**src/rtl/bus_pkg.sv**
```systemverilog
// Shared constants and helpers for the bs_gnrtr_n_rbtr device endpoint.
//   ADDR_W    : width of the destination ID field at the top of a packet
//   BROADCAST : destination ID accepted by every device
//   pkt_dest  : extracts the destination ID from a packet of width pkt_w
package bus_pkg;

  localparam int unsigned ADDR_W    = 8;
  // Widest packet pkt_dest can take apart.
  localparam int unsigned PKT_MAX_W = 64;

  localparam logic [ADDR_W-1:0] BROADCAST = 8'hFF;

  // Top ADDR_W bits of a pkt_w-bit packet (packet zero-extended into pkt).
  function automatic logic [ADDR_W-1:0] pkt_dest(input logic [PKT_MAX_W-1:0] pkt,
                                                 input int unsigned         pkt_w);
    return ADDR_W'(pkt >> (pkt_w - ADDR_W));
  endfunction

endpackage

```
**src/rtl/bus_fifo.sv**
```systemverilog
// Synchronous show-ahead FIFO used for both directions of the device port.
//   clk, reset : rising-edge clock, synchronous active-high reset
//   wr, din    : write strobe and data; ignored while full
//   rd         : advance head; ignored while empty
//   dout       : head entry, reads 0 while empty
//   full/empty : decoded from the registered pointers only
module bus_fifo
  import bus_pkg::*;
#(
  parameter int unsigned width = 16,
  parameter int unsigned depth = 8
) (
  input  logic             clk,
  input  logic             reset,
  input  logic             wr,
  input  logic             rd,
  input  logic [width-1:0] din,
  output logic [width-1:0] dout,
  output logic             full,
  output logic             empty
);

  localparam int unsigned AW = $clog2(depth);
  localparam int unsigned PW = AW + 1;

  logic [PW-1:0]    r_wr_ptr;
  logic [PW-1:0]    r_rd_ptr;
  logic [width-1:0] r_mem [depth];

  logic w_wr_en;
  logic w_rd_en;

  // Full: same index, opposite wrap bit. Empty: pointers identical.
  assign full    = (r_wr_ptr[AW] != r_rd_ptr[AW]) &&
                   (r_wr_ptr[AW-1:0] == r_rd_ptr[AW-1:0]);
  assign empty   = (r_wr_ptr == r_rd_ptr);

  // Gating on registered state means a full FIFO rejects a write even when
  // a read is accepted in the same cycle, and an empty one ignores reads.
  assign w_wr_en = wr && !full;
  assign w_rd_en = rd && !empty;

  // Show-ahead head; forced to 0 when empty so stale entries never leak out.
  assign dout    = empty ? '0 : r_mem[r_rd_ptr[AW-1:0]];

  // Pointer update
  always_ff @(posedge clk) begin
    if (reset) begin
      r_wr_ptr <= '0;
      r_rd_ptr <= '0;
    end else begin
      if (w_wr_en) r_wr_ptr <= r_wr_ptr + PW'(1);
      if (w_rd_en) r_rd_ptr <= r_rd_ptr + PW'(1);
    end
  end

  // Storage array
  always_ff @(posedge clk) begin
    if (w_wr_en && !reset) r_mem[r_wr_ptr[AW-1:0]] <= din;
  end

endmodule

```
**src/rtl/bus_device_port.sv**
```systemverilog
// Device-side endpoint of the bs_gnrtr_n_rbtr bus.
//   TX : host writes (tx_wr/tx_data) are queued and shown to the bus as
//        pndng/D_pop; each bus pop releases one entry. tx_full, tx_ovf_cnt.
//   RX : bus deliveries (push/D_push) addressed to dev_id or broadcast are
//        queued for the host (rx_rd/rx_data/rx_empty); addressed packets
//        arriving while full are counted in rx_drop_cnt.
// Counters saturate at 255. pckg_sz must be 9..64, depth a power of two >= 2.
module bus_device_port
  import bus_pkg::*;
#(
  parameter int unsigned       pckg_sz   = 16,
  parameter int unsigned       depth     = 8,
  parameter logic [ADDR_W-1:0] dev_id    = 8'd0,
  parameter logic [ADDR_W-1:0] broadcast = BROADCAST
) (
  input  logic               clk,
  input  logic               reset,
  input  logic               tx_wr,
  input  logic [pckg_sz-1:0] tx_data,
  output logic               tx_full,
  output logic               pndng,
  output logic [pckg_sz-1:0] D_pop,
  input  logic               pop,
  input  logic               push,
  input  logic [pckg_sz-1:0] D_push,
  input  logic               rx_rd,
  output logic [pckg_sz-1:0] rx_data,
  output logic               rx_empty,
  output logic [7:0]         tx_ovf_cnt,
  output logic [7:0]         rx_drop_cnt
);

  localparam int unsigned CNT_W = 8;

  logic [CNT_W-1:0]  r_tx_ovf_cnt;
  logic [CNT_W-1:0]  r_rx_drop_cnt;

  logic              w_tx_empty;
  logic              w_rx_full;
  logic [ADDR_W-1:0] w_dest;
  logic              w_match;
  logic              w_rx_wr;

  // Address filter on incoming bus packets
  assign w_dest  = pkt_dest(PKT_MAX_W'(D_push), pckg_sz);
  assign w_match = (w_dest == dev_id) || (w_dest == broadcast);
  assign w_rx_wr = push && w_match;

  // TX queue: host -> bus
  bus_fifo #(.width(pckg_sz), .depth(depth)) u_tx_fifo (
    .clk   (clk),
    .reset (reset),
    .wr    (tx_wr),
    .rd    (pop),
    .din   (tx_data),
    .dout  (D_pop),
    .full  (tx_full),
    .empty (w_tx_empty)
  );

  // RX queue: bus -> host
  bus_fifo #(.width(pckg_sz), .depth(depth)) u_rx_fifo (
    .clk   (clk),
    .reset (reset),
    .wr    (w_rx_wr),
    .rd    (rx_rd),
    .din   (D_push),
    .dout  (rx_data),
    .full  (w_rx_full),
    .empty (rx_empty)
  );

  assign pndng = !w_tx_empty;

  // Saturating loss counters
  always_ff @(posedge clk) begin
    if (reset) begin
      r_tx_ovf_cnt  <= '0;
      r_rx_drop_cnt <= '0;
    end else begin
      if (tx_wr && tx_full && (r_tx_ovf_cnt != '1))
        r_tx_ovf_cnt <= r_tx_ovf_cnt + CNT_W'(1);
      if (w_rx_wr && w_rx_full && (r_rx_drop_cnt != '1))
        r_rx_drop_cnt <= r_rx_drop_cnt + CNT_W'(1);
    end
  end

  assign tx_ovf_cnt  = r_tx_ovf_cnt;
  assign rx_drop_cnt = r_rx_drop_cnt;

endmodule

```
**config.mk**
```make
export PLATFORM = sky130hd
export DESIGN_NAME = bus_device_port
export DESIGN_NICKNAME = d
export VERILOG_FILES = /design/src/rtl/bus_pkg.sv /design/src/rtl/bus_fifo.sv /design/src/rtl/bus_device_port.sv
export SDC_FILE = /design/constraint.sdc
export NUM_CORES = 1
export LEC_CHECK = 0
export CAP_MARGIN = 20
export CORE_ASPECT_RATIO = 1.75
export CORE_UTILIZATION = 52
export DETAILED_ROUTE_END_ITERATION = 6
export PLACE_DENSITY = 0.84
export SLEW_MARGIN = 40
export SYNTH_ARGS = -nofsm -noshare
export SYNTH_HDL_FRONTEND = slang
export SYNTH_SLANG_ARGS = --single-unit
export TNS_END_PERCENT = 50
```
**constraint.sdc**
```tcl
create_clock -name clk -period 3.85 [get_ports clk]
set_input_delay 0.5775 -clock clk [delete_from_list [all_inputs] [get_ports clk]]
set_output_delay 0.5775 -clock clk [all_outputs]
set_load 0.03 [all_outputs]
```
---- Word level (Yosys, flattened, before mapping) ----
Memory sizes are Yosys's and may differ from the RTL's. A register that Yosys moved wholly into a read port is not among the register bits.
Index checks and enable logic that the tools add are counted.
word-level totals
  input bits .............................. 38
  logic and storage cells ................. 53
  memories ................................ 2
  output and inout bits ................... 51
  register bits after elaboration ......... 32
  memory bits (writable) .................. 256
memory list
  memory           depth  width  rd ports  clocked after Yosys merged registers in  wr ports  line            text
  u_rx_fifo.r_mem  8      16     1         1                                        1         bus_fifo.sv:28  logic [width-1:0] r_mem [depth];
  u_tx_fifo.r_mem  8      16     1         1                                        1         bus_fifo.sv:28
cells by class
  equal/unequal tests ..................... 9
  reduce and logical (&&, ||, !) cells .... 20
  $add $sub $neg .......................... 6
  muxes and demuxes ....................... 10
operators with widths
  cell                   number
  $mux W16               2
  $add A4 B1 Y4 const B  4
  $add A8 B1 Y8 const B  2
  $ne A8 B8 Y1 const B   2
  $logic_and A1 B1 Y1    13
  $mux W3                4
  $eq A4 B4 Y1           2
  $eq A8 B8 Y1 const B   1
  $logic_not A8 Y1       1
  $eq A3 B3 Y1           2
  $logic_not A1 Y1       5
  $mux W1                4
  $ne A1 B1 Y1           2
  $logic_or A1 B1 Y1     1

---- Depth between registers and ports, before layout ----
Gate-level depths: netlist of run 1.
  word-level depth ........................ 7
  gate-level depth with buffers ........... 7
  gate-level depth less buffers ........... 6

---- Modules after synthesis ----
Synthesis of run 1 repeated with hierarchy kept, for this count alone.
unflattened totals
  cells, all modules ...................... 670
  area, all modules ....................... 12,024.0 um2
by module, submodules not included
  module           cells each  area an instance (um2)  seq. area each (um2)  times used
  bus_fifo         284         5,596.6                 4,063.9               2
  bus_device_port  102         830.8                   320.3                 1

---- Worst setup path before layout of run 1 ----
OpenSTA, ideal clock, no wires.
  kind .................................... in2reg
  start ................................... input port D_push[12]
  end ..................................... memory u_rx_fifo.r_mem[1][0] (enable)
  required time ........................... 3,414 ps
  slack ................................... -164 ps
  arrival time ............................ 3,578 ps
  cell stages on the path ................. 5
  path buffers ............................ 0
  library setup time ...................... 436 ps
  cell sequence ........................... or4_1 -> nor2_1 -> o21ai_1 -> or2_2 -> nor4b_1
on the way
  longest elaborated chain between the ends .. 7
  elaborated cells between the ends (all ways) .. 8
  those cells by class .................... eq/ne: 1; mux: 2; reduce/logical: 5
RTL lines
  element                                           line                   text
  start: declaration                                bus_device_port.sv:25  input logic [pckg_sz-1:0] D_push,
  $eq A8 B8 Y1 or $logic_not A8 Y1 (tied branches)  bus_device_port.sv:46  assign w_match = (w_dest == dev_id) || (w_dest == broadcast);
  $logic_or A1 B1 Y1 (*)                            bus_device_port.sv:46
  $logic_and A1 B1 Y1 (*)                           bus_device_port.sv:47  assign w_rx_wr = push && w_match;
  $logic_and A1 B1 Y1 (*)                           bus_fifo.sv:40         assign w_wr_en = wr && !full;
  $logic_and A1 B1 Y1 (*)                           bus_fifo.sv:59         if (w_wr_en && !reset) r_mem[r_wr_ptr[AW-1:0]] <= din;
  $mux W1 (*)                                       bus_fifo.sv:59
  $mux W1 (implied by the code) (*)                 bus_fifo.sv:59
  end: declaration                                  bus_fifo.sv:28
Every way passes the cells marked *; elsewhere a longest branch is shown, timed or not.

==> results of run 1 <==
state kept, by name, summed over array words and instances (netlist names), named ones only:
register / flops
u_rx_fifo.r_rd_ptr: 4
u_rx_fifo.r_wr_ptr: 4
u_tx_fifo.r_wr_ptr: 4
tx_ovf_cnt: 8
u_tx_fifo.r_rd_ptr: 4
rx_drop_cnt: 8
u_tx_fifo.r_mem: 128
u_rx_fifo.r_mem: 128
cell usage in the layout (no fill, tap or decap), types with 5 or more instances in the layout:
cell type,netlist,final
nand2b_1,5,5
clkdlybuf4s50_1,0,88
buf_4,0,26
xnor2_1,9,9
inv_1,6,6
or3_1,6,6
mux4_2,64,64
nand2_1,6,6
nor2_1,62,62
edfxtp_1,256,256
mux2i_1,34,34
nand3_1,15,15
or4_1,5,5
ha_1,6,6
clkbuf_1,21,7
nor3_1,13,5
xor2_1,12,12
a21oi_1,10,10
dfxtp_1,38,36
clkbuf_8,0,6
o21ai_0,10,10
clkbuf_16,0,25
nor3_2,0,8
layout make-up:
type,instances,area (sq um)
clock inverter,7,71.3
timing repair buffer,116,1120
clock buffer,38,734
multi-input combinational,301,3110
tap,296,370
inverter,6,22.5
fill,1552,8110
sequential,294,8450
cell families after synthesis:
logic type,synth area share
multiplexers,0.156
XOR/XNOR,0.0158
buffers and inverters,0.0145
adder cells (fa/ha/maj),0.00646
AO/OA/AOI/OAI,0.0165
flip-flops,0.727
AND/OR/NAND/NOR,0.0636
worst max path at each step:
stage          startpoint                         endpoint  slack (ns)
2_1_floorplan  D_push[12]  u_rx_fifo.r_mem[5][0]$_DFFE_PP_       -0.14
3_3_place_gp   D_push[13]  u_rx_fifo.r_mem[5][3]$_DFFE_PP_        0.43
3_5_place_dp   D_push[10]  u_rx_fifo.r_mem[4][3]$_DFFE_PP_        0.38
4_1_cts              flop                       rx_data[2]        0.32
5_1_grt              flop                         D_pop[1]        0.24
6_report             flop                         D_pop[0]        0.42
per-layer routing:
metal	GRT usage	up-vias
met3	0.0338	44
met4	0.0746	0
li1	-	2735
met1	0.216	3100
met5	0	-
met2	0.411	222
power groups by stage:
stage          clock network (mW)  registers, mW  logic (mW)
2_1_floorplan                   0           3.57       0.469
3_3_place_gp                    0           3.60       0.730
3_5_place_dp                    0           3.61       0.749
4_1_cts                      2.50           3.54       0.762
5_1_grt                      2.60           3.54       0.800
6_report                     2.45           3.53       0.753
worst max-delay path: stages (launching register included):
cell             delay (ns)
dfxtp_2                0.68
buf_12                 0.25
mux4_2                 0.56
mux2i_1                0.16
nor2_1                 0.07
clkdlybuf4s50_1        0.60
metrics by stage:
step                 util  TNS [ns]  std cells  setup slack, ns  total power [mW]
finish              0.631         0       1058            0.417              6.73
global route        0.631         0       1058            0.236              6.94
CTS                 0.631         0       1058            0.316              6.80
detailed placement  0.594         0       1013            0.378              4.36
global placement    0.594         0       1013            0.428              4.33
floorplan               -     -2.27        632           -0.142              4.04
==> metrics, run 1 <==
period utilisation layout 0.892; post-route cell area 13,900 sq um; gpl congestion 0.783; FP Rows 72; Tmin final 3.43 ns; DIE AREA 23,000 sq um; Clk network pwr share 0.363; worst vdd ir 0.562 mV; synth unique cells 41; post-CTS sizing 0; Final Hold Fails 0; Clock Path Buffers 3; Max Clk Rate around 300 MHz; initial antenna violation count 0; H-tree depth 1; area leader, netlist edfxtp_1; wire length on met3 between 1 and 1.5 mm; leakage power around 4.3 nW; yosys warns 0; syn_area_per_cell around 18 sq um; first-pass GRT wire length 35.2 mm; crit-path max FO 15; P_sw about 1.5 mW; Final Max Slew Viols 0; DR vias/cell 5.77; hold slack 0.502 ns; Nets 788; ranking of synthesized cells by area edfxtp_1, mux4_2, dfxtp_1; R2R Path Start u_tx_fifo.r_wr_ptr[1]$_SDFFE_PP0P_; Clock Skew 0.0152 ns; post-route ant nets 0; CTS tree built; antenna cells 0; R2R cell count 5; Area after DPL 13,100 sq um; input/output buffers 88; WL per Instance 21.9 um; Worst Hold Path EP u_tx_fifo.r_wr_ptr[3]$_SDFFE_PP0P_; ys flop type edfxtp_1; EDFF count, synth around 260; post-CTS repair timing setup buffer count 0; Worst Path Required about 3.3 ns; drc violations 0; Clock Latency Late Sink 0.52 ns; dpl hpwl 14.9 mm; Hold Path Cell Cnt 2; type of the tightest min-delay check reg2reg; pwr dens 485 nW/um^2; met1 WL about 8.0 mm; Commonest cells post-synth edfxtp_1, mux4_2, nor2_1; DR top layer met4; hold_buf cts 0; met2 wire len roughly 13 mm; unrepaired setup endpoints after global routing no; Syn Inst Count 632; final WL 23.1 mm; Max-Slew Margin vs Limit 0.544; Syn Nets 676; Reg2Reg Setup Slack 1.40 ns; grt ovf 0; most common cell in the synthesized netlist edfxtp_1; post-synth top area share 0.661; Max Cap Viol 0; final setup vio count 0; Total GRT Usage 0.208; TritonRoute pass-1 iters 4; CP arrival roughly 2.9 ns; layout cell share with drive strength beyond 1 0.209; largest net degree at the start of global routing 33; clock buffer count from CTS 25; Logic pwr share 0.112; Worst R2R End u_tx_fifo.r_mem[4][3]$_DFFE_PP_; slew at the pin with the worst max-slew slack 0.678 ns; Setup CP Type reg2out; Synth async-reset ratio 0; status completed; Synth Cell Area approximately 12,000 sq um; sequential share of power 0.525; 1st-iter DRT viols about 400; via count 6,101; Initial Util 0.529; num ports 89; Root Driver clkbuf_16; post-synthesis sequential area ratio 0.727; critical path capture point type output pin; Die H 200 um; P_int around 5.2 mW; vias in the first global route 6,448; min-delay src u_tx_fifo.r_wr_ptr[3]$_SDFFE_PP0P_; switching part of the total 0.224; #FFs+latches synth 294; core area 22,000 sq um; die width 115 um; CTS clk-pin slew, worst paths 0.07 ns; clock sinks just under 300; nature of the critical path startpoint flop; Layout area overhead 19.3%
(Power assumes the default switching activity.)
==> run 2: changes to the inputs <==
--- a/config.mk
+++ b/config.mk
@@ -10,6 +10,7 @@
 export CORE_UTILIZATION = 52
 export DETAILED_ROUTE_END_ITERATION = 6
 export PLACE_DENSITY = 0.84
+export SETUP_SLACK_MARGIN = 0.1
 export SLEW_MARGIN = 40
 export SYNTH_ARGS = -nofsm -noshare
 export SYNTH_HDL_FRONTEND = slang
==> results of run 2 <==
Final layout, timing and power as in run 1 (identical DEF).
